$ cat config.mk
export PLATFORM = sky130hd
export DESIGN_NAME = if_stage
export DESIGN_NICKNAME = d
export VERILOG_FILES = /design/src/rtl/mips_defines.sv /design/src/rtl/pc_reg.sv /design/src/rtl/if_stage.sv
export SDC_FILE = /design/constraint.sdc
export NUM_CORES = 1
export LEC_CHECK = 0
export BUFFER_PORTS_ARGS = -buffer_cell sky130_fd_sc_hd__buf_2
export CORE_MARGIN = 2
export CORE_UTILIZATION = 40
export CTS_CLUSTER_SIZE = 14
export DETAILED_ROUTE_END_ITERATION = 8
export GPL_ROUTABILITY_DRIVEN = 0
export PLACE_DENSITY = 0.67
export SLEW_MARGIN = 10
export SYNTH_ARGS = -nofsm -noshare
export SYNTH_HDL_FRONTEND = slang
export SYNTH_SLANG_ARGS = --single-unit
$ cat constraint.sdc
create_clock -name clk -period 11.1 [get_ports clk]
set_input_delay 2.22 -clock clk [delete_from_list [all_inputs] [get_ports clk]]
set_output_delay 2.22 -clock clk [all_outputs]
set_load 0.01 [all_outputs]
$ cat src/rtl/mips_defines.sv
// Shared definitions for the MIPS core front end: widths, reset vector,
// NOP encoding and the fetch controller state encoding.
package mips_defines;

  localparam int INST_W = 32;
  localparam int ADDR_W = 32;

  localparam logic [ADDR_W-1:0] RESET_PC = 32'h0000_0000;
  localparam logic [INST_W-1:0] NOP      = 32'h0000_0000;

  typedef enum logic {
    S_RESET = 1'b0,
    S_RUN   = 1'b1
  } fetch_state_e;

  // Instruction addresses are word aligned; low bits of any redirect are dropped.
  function automatic logic [ADDR_W-1:0] word_align(input logic [ADDR_W-1:0] addr);
    return {addr[ADDR_W-1:2], 2'b00};
  endfunction

endpackage

$ cat src/rtl/pc_reg.sv
// Fetch controller: two-state run/reset FSM, program counter and the
// next-PC selection (flush > stall > branch > sequential).
module pc_reg
  import mips_defines::*;
(
  input  logic              clk,
  input  logic              rst,
  input  logic              stall,
  input  logic              flush,
  input  logic [ADDR_W-1:0] flush_target,
  input  logic              branch_flag,
  input  logic [ADDR_W-1:0] branch_target,
  output logic [ADDR_W-1:0] pc,
  output logic              run
);

  fetch_state_e      state, state_next;
  logic [ADDR_W-1:0] pc_next;

  // State and PC registers; asynchronous reset parks the fetch at RESET_PC.
  // NOTE: registers are written with <= so every flop samples pre-edge values
  // regardless of block ordering; = here would create simulation races.
  always_ff @(posedge clk or posedge rst) begin
    if (rst) begin
      state <= S_RESET;
      pc    <= RESET_PC;
    end else begin
      state <= state_next;
      pc    <= pc_next;
    end
  end

  // Next-state, next-PC and ROM enable decode.
  // NOTE: every output of this block gets a default first, so no path can
  // leave a value unassigned and infer a latch.
  always_comb begin
    state_next = state;
    pc_next    = pc;
    run        = 1'b0;
    case (state)
      S_RESET: begin
        state_next = S_RUN;
        pc_next    = RESET_PC;
      end
      S_RUN: begin
        run = 1'b1;
        if (flush) begin
          pc_next = word_align(flush_target);
        end else if (!stall) begin
          // While stalled the branch is ignored; ID re-asserts it on release.
          pc_next = branch_flag ? word_align(branch_target) : pc + ADDR_W'(4);
        end
      end
      default: state_next = S_RESET;
    endcase
  end

endmodule

$ cat src/rtl/if_stage.sv
// Instruction-fetch stage: drives the instruction ROM from pc_reg and
// captures fetched instruction plus PC into the IF/ID pipeline register.
module if_stage
  import mips_defines::*;
(
  input  logic              clk,
  input  logic              rst,
  input  logic              stall,
  input  logic              flush,
  input  logic [ADDR_W-1:0] flush_target,
  input  logic              branch_flag,
  input  logic [ADDR_W-1:0] branch_target,
  input  logic [INST_W-1:0] ins_input,
  output logic [ADDR_W-1:0] addr_output,
  output logic              enabler_output,
  output logic [ADDR_W-1:0] id_pc,
  output logic [INST_W-1:0] id_inst,
  output logic              id_valid,
  output logic [31:0]       inst_count
);

  logic [ADDR_W-1:0] pc;
  logic              run;

  pc_reg u_pc_reg (
    .clk           (clk),
    .rst           (rst),
    .stall         (stall),
    .flush         (flush),
    .flush_target  (flush_target),
    .branch_flag   (branch_flag),
    .branch_target (branch_target),
    .pc            (pc),
    .run           (run)
  );

  assign addr_output    = pc;
  assign enabler_output = run;

  // IF/ID register and delivered-instruction counter. A branch does not
  // squash the current fetch: that word is the delay slot.
  always_ff @(posedge clk or posedge rst) begin
    if (rst) begin
      id_pc      <= '0;
      id_inst    <= NOP;
      id_valid   <= 1'b0;
      inst_count <= '0;
    end else if (run) begin
      if (flush) begin
        id_pc    <= '0;
        id_inst  <= NOP;
        id_valid <= 1'b0;
      end else if (!stall) begin
        id_pc      <= pc;
        id_inst    <= ins_input;
        id_valid   <= 1'b1;
        inst_count <= inst_count + 32'd1;
      end
    end
  end

endmodule

==> metrics.cfg <==
[clock_network]
tritoncts.num_buffers = 17
cts_hold_buffers = 0
ctsResizeCount = 0
clk_pin_slew_ns = 0.06
insertion_delay_ns = 0.42
cts.sinks = 127
clock_path_buffers = 2
root_buffer = clkbuf_16
cts_tree = done
htree_levels = 4
cts_setup_buffers = 0

[global_route]
grt_pass1_vias = 5346
antenna_found_initial = 0
use_met1 = 0.302
top_usage_layer = met2
grt_util_met3 = 0.0426
grt_start_max_net_pins = 70
grt_pass1_wl_mm = 28.2
gr-usage-all-layers = 0.221
grtUsageMet2 = 0.353
overflow = 0

[final_layout]
drive_above_1_share = 0.343
final_cell_mix = buf_2, dfrtp_1, a22o_1
biggestRegsByFlops = id_inst: 32 flops, inst_count: 32 flops, id_pc: 31 flops
area_growth_pct = 30.8
diodes = 0
final_common_cell = buf_2
nNetsFinal = 900

[route]
vias = 5652
via_per_inst = 5.66
drt_iter0_drc = 505
first_pass_iters = 5
finalWirelength_mm = 18.0
drc = 0
wl_per_cell_um = 18.1
drtAntennaViolNets = 0

[critical_path]
start_kind = input pin
crit_arrival_ns = 4.60
path_class = input pin to flip-flop
r2r_slack_ns = 8.36
crit_path_max_fanout = 52
cp.required_ns = 11.44
crit_path_end_kind = flip-flop

[logic_synthesis]
synth_seq_cells = 127
async_flop_share = 1.00
yosysTopAreaCell = dfrtp_1
synth_area_mm2 = 0.00614
syn_inst = 593
synth_warnings = 0
ys.flop_type = dfrtp_1
synth_edf_count = 0
avgSynthCellArea_um2 = 10.4
synth_top_cell_area_share = 0.518
synth.distinct_cells = 58
synth_seq_area_share = 0.518
synth.area.top_cells = dfrtp_1, a22o_1, o21ai_0

[placement]
dp.final_hpwl_mm = 12.5
portBuffers = 224
place_ws_ns = 6.41

[power_and_ir_drop]
p_leak_nw = 4.11
ir_worst_vdd_uv = 110
power_mw = 1.31
powerDensity_mw_per_mm2 = 164

[floorplan]
ios = 231
core-area_mm2 = 0.0151
fp.dieH_um = 128
dieWidth_um = 128
row_count = 45
die-area_mm2 = 0.0164
start_util = 0.407

[min_path]
hp-class = flip-flop to flip-flop

[sta]
slew_violations = 0
slew_headroom = 0.227
worst_slew_pin_slew_ns = 1.15
setup_viol = 0
rsz0062_at_grt = false
min_period_over_period = 0.384
max_freq_mhz = 235
fin_ws_ns = 6.84
finalCriticalPeriod_ns = 4.26
hold_viol_final = 0
clock_skew_ns = 0.00851
setup_tns_ns = 0

[status]
outcome = completed

[job]
maxCapViolations = 0

[final cells by class]
type                            count  area (um2)
Clock buffer                       17         425
Clock inverter                     15         231
Fill cell                        1376        7060
Inverter                           14        55.1
Multi-Input combinational cell    407        2740
Sequential cell                   127        3180
Tap cell                          188         235
Timing Repair Buffer              230        1170
[through the flow]
step,util,cell area (um2),cells,hold slack [ns]
final,0.532,8030,998,0.458
after global placement,0.488,7370,966,0.453
after CTS,0.532,8030,998,0.464
after global routing,0.532,8030,998,0.507
after floorplan,-,6140,594,0.504
after detailed placement,0.488,7370,966,0.454
[metal layers]
layer | routed length (um) | vias to the layer above
li1 | - | 2622
met1 | 7870 | 2750
met2 | 8690 | 256
met3 | 1200 | 24
met4 | 269 | 0
met5 | 0 | -
[critical path: stages]
cell and delay [ns]:
buf_2 0.60, nand2b_1 0.26, nand2_2 0.39, buf_4 0.45, or2_2 0.37, o21ai_0 0.17
o2bb2ai_1 0.13
[power breakdown]
| part | internal (mW) | switching [mW] |
|---|---|---|
| registers | 0.495 | 0.0416 |
| logic | 0.0705 | 0.0885 |
| clock network | 0.401 | 0.217 |
[logic make-up after synthesis]
logic type	after synthesis	synth area share
and+or+nand+nor	182	0.162
AOI/OAI and AO/OA	176	0.210
DFF	127	0.518
buffers and inverters	60	0.0395
xor gates and xnor gates	34	0.0485
muxes	10	0.0169
adders and majority gates	2	0.00408
other	2	0.00122
[synthesized netlist by cell type (all sizes together) (5+ instances only)]
master and count:
dfrtp 127, a22o 64, nand2 49, o21ai 38
clkbuf 34, nor2 31, nand3 22, xnor2 19
a21oi 18, nand4 18, xor2 15, inv 14
buf 12, nor4 11, and3 9, and4 8
mux2i 7, o211ai 7, a22oi 6, and2 6
nor4b 5, o221ai 5
[final timing paths]
| kind | start | endpoint | cells after the start |
|---|---|---|---|
| setup / recovery | flush | u_pc_reg.pc[23] | 7 |
| hold / removal | inst_count[31] | inst_count[31] | 1 |
| setup reg to reg | u_pc_reg.pc[2] | u_pc_reg.pc[28] | 6 |
| hold reg to reg | inst_count[31] | inst_count[31] | 1 |
| max in group asynchronous | rst | id_inst[15] | 3 |
| min in group asynchronous | rst | id_inst[10] | 2 |
No activity file was read; power rests on OpenSTA's default activity.
